<file path="src/rtl/uart_tx.sv">
// UART transmitter: request/acknowledge byte intake, 8 data bits LSB first,
// optional even/odd parity, one or two stop bits, CTS-gated frame start.
module uart_tx #(
    parameter int CLK_FREQ = 50_000_000
) (
    input  logic       clock,
    input  logic       reset,
    input  logic [7:0] tx_data,
    input  logic [7:0] usr_options,
    input  logic       tx_start,
    input  logic       cts_in,
    output logic       serial_out,
    output logic       tx_busy,
    output logic       tx_done
);

    localparam int DIV_9600   = CLK_FREQ / 9600;
    localparam int DIV_19200  = CLK_FREQ / 19200;
    localparam int DIV_57600  = CLK_FREQ / 57600;
    localparam int DIV_115200 = CLK_FREQ / 115200;
    localparam int CW = 16;

    typedef enum logic [2:0] {
        IDLE,
        START,
        DATA,
        PARITY,
        STOP,
        DONE
    } state_t;

    state_t        state, state_nxt;
    logic [CW-1:0] baud_cnt, baud_nxt;
    logic [CW-1:0] div_q, div_nxt, div_sel;
    logic [2:0]    bit_cnt, bit_nxt;
    logic [7:0]    shreg, shreg_nxt;
    logic          par_en, par_en_nxt;
    logic          par_bit, par_bit_nxt;
    logic          stop_two, stop_two_nxt;
    logic          line_nxt;
    logic          accept;
    logic          bit_end;
    logic          unused_opts;

    assign unused_opts = ^usr_options[7:5];

    always_comb begin
        div_sel = CW'(DIV_9600);
        unique case (usr_options[4:3])
            2'b00: div_sel = CW'(DIV_9600);
            2'b01: div_sel = CW'(DIV_19200);
            2'b10: div_sel = CW'(DIV_57600);
            2'b11: div_sel = CW'(DIV_115200);
        endcase
    end

    assign accept  = tx_start & cts_in & ~tx_done;
    assign bit_end = (baud_cnt == '0);

    // serial_out is registered from this, so the line trails state by a clock
    always_comb begin
        state_nxt    = state;
        baud_nxt     = baud_cnt;
        div_nxt      = div_q;
        bit_nxt      = bit_cnt;
        shreg_nxt    = shreg;
        par_en_nxt   = par_en;
        par_bit_nxt  = par_bit;
        stop_two_nxt = stop_two;
        line_nxt     = 1'b1;

        unique case (state)
            IDLE: begin
                if (accept) begin
                    state_nxt    = START;
                    div_nxt      = div_sel;
                    baud_nxt     = div_sel - 1'b1;
                    bit_nxt      = '0;
                    shreg_nxt    = tx_data;
                    par_en_nxt   = ^usr_options[1:0];
                    par_bit_nxt  = (^tx_data) ^ usr_options[1];
                    stop_two_nxt = usr_options[2];
                end
            end
            START: begin
                line_nxt = 1'b0;
                if (bit_end) begin
                    state_nxt = DATA;
                    baud_nxt  = div_q - 1'b1;
                end else begin
                    baud_nxt = baud_cnt - 1'b1;
                end
            end
            DATA: begin
                line_nxt = shreg[0];
                if (bit_end) begin
                    baud_nxt  = div_q - 1'b1;
                    shreg_nxt = {1'b0, shreg[7:1]};
                    if (bit_cnt == 3'd7) begin
                        bit_nxt   = '0;
                        state_nxt = par_en ? PARITY : STOP;
                    end else begin
                        bit_nxt = bit_cnt + 1'b1;
                    end
                end else begin
                    baud_nxt = baud_cnt - 1'b1;
                end
            end
            PARITY: begin
                line_nxt = par_bit;
                if (bit_end) begin
                    state_nxt = STOP;
                    baud_nxt  = div_q - 1'b1;
                end else begin
                    baud_nxt = baud_cnt - 1'b1;
                end
            end
            STOP: begin
                line_nxt = 1'b1;
                if (bit_end) begin
                    if (stop_two && bit_cnt == 3'd0) begin
                        bit_nxt  = 3'd1;
                        baud_nxt = div_q - 1'b1;
                    end else begin
                        state_nxt = DONE;
                        bit_nxt   = '0;
                    end
                end else begin
                    baud_nxt = baud_cnt - 1'b1;
                end
            end
            DONE: begin
                if (!tx_start) begin
                    state_nxt = IDLE;
                end
            end
            default: begin
                state_nxt = IDLE;
            end
        endcase
    end

    always_ff @(posedge clock or negedge reset) begin
        if (!reset) begin
            state      <= IDLE;
            baud_cnt   <= '0;
            div_q      <= '0;
            bit_cnt    <= '0;
            shreg      <= '0;
            par_en     <= 1'b0;
            par_bit    <= 1'b0;
            stop_two   <= 1'b0;
            serial_out <= 1'b1;
        end else begin
            state      <= state_nxt;
            baud_cnt   <= baud_nxt;
            div_q      <= div_nxt;
            bit_cnt    <= bit_nxt;
            shreg      <= shreg_nxt;
            par_en     <= par_en_nxt;
            par_bit    <= par_bit_nxt;
            stop_two   <= stop_two_nxt;
            serial_out <= line_nxt;
        end
    end

    assign tx_busy = (state == START) || (state == DATA) ||
                     (state == PARITY) || (state == STOP);
    assign tx_done = (state == DONE);

endmodule

</file>
<file path="config.mk">
export PLATFORM = sky130hd
export DESIGN_NAME = uart_tx
export DESIGN_NICKNAME = d
export VERILOG_FILES = /design/src/rtl/uart_tx.sv
export SDC_FILE = /design/constraint.sdc
export NUM_CORES = 1
export LEC_CHECK = 0
export CORE_UTILIZATION = 50
export CTS_BUF_LIST = sky130_fd_sc_hd__clkbuf_4
export CTS_CLUSTER_SIZE = 24
export DETAILED_ROUTE_END_ITERATION = 10
export GPL_TIMING_DRIVEN = 1
export PLACE_DENSITY = 0.76
export SLEW_MARGIN = 20
export SYNTH_ARGS = -nofsm -noshare
export SYNTH_HDL_FRONTEND = slang
export SYNTH_SLANG_ARGS = --single-unit
</file>
<file path="constraint.sdc">
create_clock -name clock -period 7 [get_ports clock]
set_input_delay 1.4 -clock clock [delete_from_list [all_inputs] [get_ports clock]]
set_output_delay 1.4 -clock clock [all_outputs]
set_load 0.01 [all_outputs]
</file>
; ---- Yosys cells after proc, flatten, opt, wreduce, memory -nomap -nowiden
; Cells that the tools add are included.
[totals]
inputBits = 20
output_inout_bits = 3
wordCells = 80
register_bits = 50
[classes]
n_addsub = 4
n_reduce_logical = 19
n_eq_ne = 18
muxes = 26
n_bitwise = 4
[op_table]
columns = operator, count
row1 = two-way mux 16 bit, 4
row2 = case mux 16 bit (4 select lines), 1
row3 = case mux 16 bit (3 select lines), 1
row4 = subtractor 16 x 1 -> 16 bit (second input constant), 3
row5 = two-way mux 3 bit, 13
row6 = case mux 3 bit (6 select lines), 1
row7 = logical NOT 16 bit, 1
row8 = two-way mux 8 bit, 2
row9 = != test 2 bit (second input constant), 8
row10 = case mux 8 bit (2 select lines), 1
row11 = equality test 3 bit (second input constant), 3
row12 = case mux 3 bit (3 select lines), 1
row13 = AND reduction 8 bit, 1
row14 = XOR reduction 8 bit, 1
row15 = equality test 3 x 2 -> 1 bit (second input constant), 2
row16 = logical NOT 3 bit, 2
row17 = AND reduction 3 bit, 2
row18 = nonzero test 3 bit, 2
row19 = equality test 2 bit (second input constant), 2
row20 = AND reduction 4 bit, 1
row21 = adder 3 x 1 -> 3 bit (second input constant), 1
row22 = equality test 3 x 1 -> 1 bit (second input constant), 1
row23 = logical OR 1 bit, 3
row24 = != test 3 bit (second input constant), 1
row25 = other kinds (12), 13

; ---- Depth between registers and ports, before layout
[logic_depth]
depth_word = 5
ltp_mapped = 9
mapped_depth_nobuf = 7

; ---- Least setup slack after synthesis
; No wires, ideal clock.
[synth_timing]
path_type = flip-flop to output port
start = register state[1]
end = output port tx_busy
path_buffers = 2
t_required_ns = 5.600
stages_incl_launch_ff = 6
arrival_time_ns = 1.477
setup_slack_ns = 4.123
cell_sequence = dfrtp_1 > clkbuf_1 > nor2_1 > xnor2_1 > inv_1 > clkbuf_1
[synth_between]
elab_chain_len = 4
elab_cells_between_ends = 7
[synth_rtl]
columns = item, line_no
row1 = start: declaration, 32  ; state_t state, state_nxt;
row2 = start signal: assignment, 155  ; state <= state_nxt;
row3 = equality test 3 x 1 -> 1 bit or equality test 3 x 2 -> 1 bit (tied branches), 167  ; assign tx_busy = (state == START) || (state == DATA) ||
row4 = logical OR 1 bit (2 in series), 167
row5 = logical OR 1 bit *, 168  ; (state == PARITY) || (state == STOP);
row6 = end: declaration, 13  ; output logic tx_busy,
; Every way passes the cells marked *; elsewhere a longest branch is shown, timed or not.

; ---- Final worst setup path
; Ends and elaborated chain as after synthesis.

==> impl_metrics.py <==
metrics = {
    "logic_synthesis": {
        "syn_nets": 354,
        "syn_inst": 324,
        "yosys.area_share.adder_pct": 4.62,
        "syn_avg_cell_area_um2": 8.36,
        "ys_dominant_reg_cell": "dfrtp_1",
        "synth_compound_area_share_pct": 24.1,
        "yosys.area_share.simple_pct": 22.2,
        "synth_top_family_by_area": "compound AO/OA/AOI/OAI gates",
        "async_flop_share_pct": 100,
        "synth-edff-count": 0,
        "synth_cell_types": 58,
        "synth_area_um2": 2710,
        "synth_warnings": 0,
        "synthMuxAreaShare_pct": 0.369,
        "synth_xor_area_share_pct": 3.88,
        "synth_seq_area_share_pct": 39.8,
        "ys_ff_latch": 43,
    },
    "detailed_routing": {
        "drc": 0,
        "dr.pass1.iters": 5,
        "wl_per_cell_um": 15.3,
        "postRouteAntennaNets": 0,
        "wirelength_um": 6170,
        "vias": 2396,
        "vias_per_cell": 5.95,
        "drt_iter0_drc": 227,
    },
    "sta": {
        "postLayoutSetupSlackWorst_ns": 2.96,
        "finalHoldViolCount": 0,
        "drv_slew": 0,
        "setup_violations": 0,
        "skew_ns": 0.0175,
        "setup_tns_ns": 0,
        "rsz0062_at_grt": "false",
        "finalCriticalPeriod_ns": 4.04,
        "fmax_mhz": 248,
        "slew_headroom_pct": 36.9,
        "period_share_pct": 57.7,
        "worst_slew_pin_slew_ns": 0.947,
    },
    "power_and_ir_drop": {
        "leakagePower_nw": 1.24,
        "peakVddDrop_uv": 186,
        "power_density_nw_per_um2": 427,
    },
    "cts": {
        "cts_buffers": 5,
        "tritoncts": "done",
        "cts.clk_slew.worst_paths_ns": 0.13,
        "clock_path_buffers": 2,
        "post_cts_buffers": 0,
        "cts_sinks": 43,
        "htree_levels": 2,
        "ctsResizeCount": 0,
        "cts_root_buffer": "clkbuf_4",
        "clk_latency_ns": 0.36,
        "hold_buffers": 0,
    },
    "critical_path": {
        "critPathMaxFanout": 19,
        "crit_required_ns": 5.60,
        "arrival_ns": 2.64,
        "start_kind": "flop",
        "crit_path_end_kind": "output port",
        "critical_path_class": "reg -> out",
    },
    "die": {
        "core_um2": 5170,
        "die_h_um": 75.6,
        "start_util_pct": 52.4,
        "rows": 26,
        "dieArea_um2": 5720,
        "die_w_um": 75.6,
        "io_pins": 23,
    },
    "job": {
        "maxCapViolCount": 0,
    },
    "grt": {
        "grt_max_degree": 44,
        "grt_use_total_pct": 23.5,
        "antenna_found_initial": 0,
        "grt_pass1_vias": 2084,
        "grt_pass1_wl_um": 10100,
        "grt.overflow.total": 0,
    },
    "final_layout": {
        "drive_gt1_share_pct": 6.31,
        "nets": 362,
        "syn2layout_area_growth_pct": 9.70,
        "diodes": 0,
    },
    "placement": {
        "globalplace.congestion": 0.865,
        "place_ws_ns": 3.40,
        "io_buffers": 19,
        "dp_hpwl_um": 4350,
    },
    "min_path": {
        "holdCritPathClass": "reg -> reg",
    },
    "outcome": {
        "status": "completed",
    },
}
## cells in the mapped netlist (all sizes together) (5+ instances only)
master  count  area (um2)
nor2       37         139
nand3       5        30.0
dfrtp      42        1050
nor3       12        76.3
inv        13        48.8
ha         10         125
xnor2       9        78.8
o21ai      17        88.8
nand2      52         195
buf        11        53.8
a31oi      17         106
clkbuf      9        35.0
a21oi      17        85.1
## per-layer routing
layer	vias up	routed length, um	GRT usage [%]	share of wire [%]
li1	1180	-	-	-
met1	1100	2860	34.7	46
met2	106	2740	35.6	44
met3	10	500	4.37	8.1
met4	0	74	6.17	1.2
met5	-	0	0	0
## final timing paths
kind                                               from  slack (ns)                       end  cells after the start
worst max-delay path               state[1]$_DFFE_PN0P_        2.96                   tx_busy                      5
worst min-delay path                par_bit$_DFFE_PN0P_        0.51       par_bit$_DFFE_PN0P_                      2
worst max register to register  baud_cnt[6]$_DFFE_PN0P_        3.80  baud_cnt[11]$_DFFE_PN0P_                      6
worst min register to register      par_bit$_DFFE_PN0P_        0.51       par_bit$_DFFE_PN0P_                      2
max in group asynchronous                         reset        5.23      state[0]$_DFFE_PN0P_                      1
min in group asynchronous                         reset        1.16   baud_cnt[9]$_DFFE_PN0P_                      1
## power breakdown
group          total (mW)  internal, mW  leakage [nW]  switching, mW
sequential          0.499         0.366         0.515          0.133
combinational       0.644         0.269         0.691          0.375
clock               0.126        0.0428        0.0317         0.0834
## through the flow
stage | hold slack (ns) | area [um2] | std cells | total power [mW] | utilization (%)
global route | 0.546 | 2970 | 403 | 1.37 | 57.5
floorplan | 0.446 | 2710 | 324 | 0.966 | -
CTS | 0.510 | 2970 | 403 | 1.26 | 57.5
global placement | 0.478 | 2920 | 395 | 1.12 | 56.4
finish | 0.508 | 2970 | 403 | 1.27 | 57.5
detailed placement | 0.480 | 2920 | 395 | 1.14 | 56.4
## flip-flops by register name (all words and copies together), names as in the netlist
| name | flops |
|---|---|
| baud_cnt | 16 |
| div_q | 9 |
| shreg | 8 |
| bit_cnt | 3 |
| state | 3 |
| par_bit | 1 |
| par_en | 1 |
| serial_out | 1 |
| stop_two | 1 |
## kinds of logic after synthesis
family | count (synthesis)
simple gates | 130
compound gates | 95
flops | 43
buf+inv | 33
xor+xnor | 12
fa+ha+maj | 10
mux | 1
## layout make-up
| cell class | instances | area (um2) |
|---|---|---|
| clock inverter | 2 | 12.5 |
| clock buffer | 6 | 45.0 |
| inverter | 13 | 48.8 |
| fill | 455 | 2200 |
| sequential | 43 | 1080 |
| multi-input combinational | 248 | 1500 |
| timing repair buffer | 21 | 200 |
| tap | 70 | 87.6 |
## critical path, stage by stage, from the launching register on
cell             delay (ns)
dfrtp_1                0.69
nor2_1                 0.18
xnor2_1                0.16
buf_4                  0.21
inv_1                  0.41
clkdlybuf4s50_1        0.63
## placed cells by master, fill, tap and decap left out, drive strengths merged, types with 4 or more instances in the layout
master          n
clkbuf          6
nor2           37
a21o            4
or3             4
nor3           12
a31oi          17
o22a            4
o21ai          17
clkdlybuf4s50  18
a21oi          17
ha             10
o31ai           4
dfrtp          42
nand4           4
inv            13
nand3           5
a22o            4
nand2          52
xnor2           9
Power figures use the tool's default switching activity.
==> RTL edit (config.mk and constraints unchanged) <==
Make the reset (`reset`) synchronous in one clocked block.
--- a/src/rtl/uart_tx.sv
+++ b/src/rtl/uart_tx.sv
@@ -141,5 +141,5 @@
     end
 
-    always_ff @(posedge clock or negedge reset) begin
+    always_ff @(posedge clock) begin
         if (!reset) begin
             state      <= IDLE;
Function: differs if reset is asserted again (counterexample within 4 cycles, from zero or initial values and one cycle with reset low); with reset held inactive, the same outputs for 10 cycles.
==> RTL edit against the original RTL <==
- die area decreased by 1.4%
- worst setup slack got worse by 250 ps
- wire length increased by 11%
- power decreased by 16%
- synthesized cell count increased by 5.9%
- combinational power decreased by 14%
- first-iteration DRC count decreased by 0.44%
- sequential cell count unchanged
- critical path depth decreased by 1
- final area decreased by 1.5%
- area after synthesis decreased by 1.4%
- clock skew decreased by 5.5 ps
==> RTL edit: results (changes against the original RTL) <==
.. list-table::
   :header-rows: 1

   * - Metric
     - Value
   * - Met3 global-route usage
     - 5.35% (+0.99 points)
   * - Largest net degree at the start of global routing
     - 31 (-30%)
   * - Num CTS Buffers
     - 5 (unchanged)
   * - Proportion of synthesized flip-flops having asynchronous set or reset
     - 0% (-100 points)
   * - Clock tree skew after final layout
     - 12.0 ps (-5.50 ps)
   * - First-iteration detailed-routing DRC count
     - 226 (-0.44%)
   * - Met1 Usage GRT
     - 37.0% (+2.2 points)
   * - GRT met2 Usage
     - 40.4% (+4.8 points)
   * - Leakage power figure
     - 1.11 nW (-10%)
   * - Routed wire length on met3
     - 533 um (+6.6%)
   * - Worst-skew pair later-pin latency
     - 390 ps (+30 ps)
   * - Most instantiated cells after synthesis
     - sky130_fd_sc_hd__dfxtp_1 (43), sky130_fd_sc_hd__nand2_1 (38), sky130_fd_sc_hd__nor2_1 (35)
   * - Cell depth of the worst flop-to-flop path
     - 6 (unchanged)
   * - Critical path peak fanout
     - 18 (-1)
   * - Arrival time worst endpoint
     - 2880 ps (+240 ps)
   * - Post-DP HPWL
     - 4.89 mm (+12%)
   * - Post-Place Cell Area
     - 2870 um2 (-1.7%)
   * - Share of cells above drive strength 1
     - 4.90% (-1.4 points)
   * - Root buf cell
     - sky130_fd_sc_hd__clkbuf_4
   * - Gr usage total
     - 26.3% (+2.8 points)
   * - First-pass GRT wire length
     - 11.1 mm (+9.3%)
   * - Sequential share of the synthesized area
     - 32.2% (-7.5 points)
   * - Most common flop cell mapped by yosys
     - sky130_fd_sc_hd__dfxtp_1
   * - Post-synthesis net count
     - 373 (+5.4%)
   * - Synth area leaders
     - sky130_fd_sc_hd__dfxtp_1 (32%), sky130_fd_sc_hd__a21oi_1 (5.4%), sky130_fd_sc_hd__nand2_1 (5.3%)
   * - Worst IR Drop VDD
     - 0.149 mV (-20%)
   * - Run status
     - complete, no violations
   * - Crit-path slowest cell
     - sky130_fd_sc_hd__dfxtp_1
   * - Number of unique standard cell types used by synthesis
     - 59 (+1.7%)
   * - Routed vias/inst
     - 6.29 (+5.9%)
   * - Met2 Wirelength
     - 3.17 mm (+16%)
   * - Total wirelength of the detailed-routed design
     - 6.86 mm (+11%)
   * - Length of the first detailed-routing pass in iterations
     - 6 (+1)
   * - Worst-path clk slew
     - 140 ps
   * - Relative slew slack
     - 21.9% (-15 points)
   * - Wire length on met1
     - 3.07 mm (+7.1%)
   * - Number of global-route vias before repair
     - 2235 (+7.2%)
   * - Fin nets
     - 376 (+3.9%)
[RTL edit: changes by cell type in the layout (fill, tap and decap cells not counted), sizes merged, moves of 9 or more]
cell,delta
mux2i,+11
nand2,-14
dfxtp,+43
a31oi,-12
dfrtp,-42
a21oi,+12
a211oi,+9
[RTL edit: stage by stage]
stage	setup WS (ps)	instances	hold slack (ps)	total power, W
after floorplan	4120	343	432	0.000789
after global placement	3210	409	440	0.000907
after detailed placement	3220	409	446	0.000914
after CTS	2760	417	464	0.00105
after global routing	2560	417	477	0.00114
final	2720	417	461	0.00106
[RTL edit: power breakdown]
group          internal (W)  switching (W)  leakage [nW]
combinational      0.000213       0.000343         0.729
sequential         0.000299      0.0000711         0.352
clock             0.0000403      0.0000941        0.0314
[RTL edit: worst paths after layout]
kind	startpoint	to	slack, ps
worst max-delay path	state[1]	tx_busy	2720
worst min-delay path	par_bit	par_bit	460
worst max register to register	baud_cnt[0]	shreg[7]	3630
worst min register to register	par_bit	par_bit	460
[RTL edit: critical path, delay by kind of cell, from the launching register on]
family                    cells  cell delay (ps)
buffers and inverters         2             1060
and+or+nand+nor               1              240
xor gates and xnor gates      1              500
DFF                           1              690
[RTL edit: area by class of cell]
cell class / instances / area, um2
fill: 514 / 2210
clock buffer: 5 / 37.5
clock inverter: 3 / 25.0
timing repair buffer: 20 / 198
multi-input combinational: 264 / 1680
tap: 70 / 87.6
sequential: 43 / 861
inverter: 12 / 45.0
[RTL edit: logic make-up (layout without fill, tap and decap cells)]
kind of cell | after synthesis | count (layout) | share of synthesized area [%]
buf+inv | 36 | 40 | 5.29
compound gates | 96 | 96 | 24.0
flops | 43 | 43 | 32.2
xor+xnor | 13 | 13 | 4.26
mux | 14 | 14 | 5.34
fa+ha+maj | 10 | 10 | 4.68
simple gates | 131 | 131 | 24.2
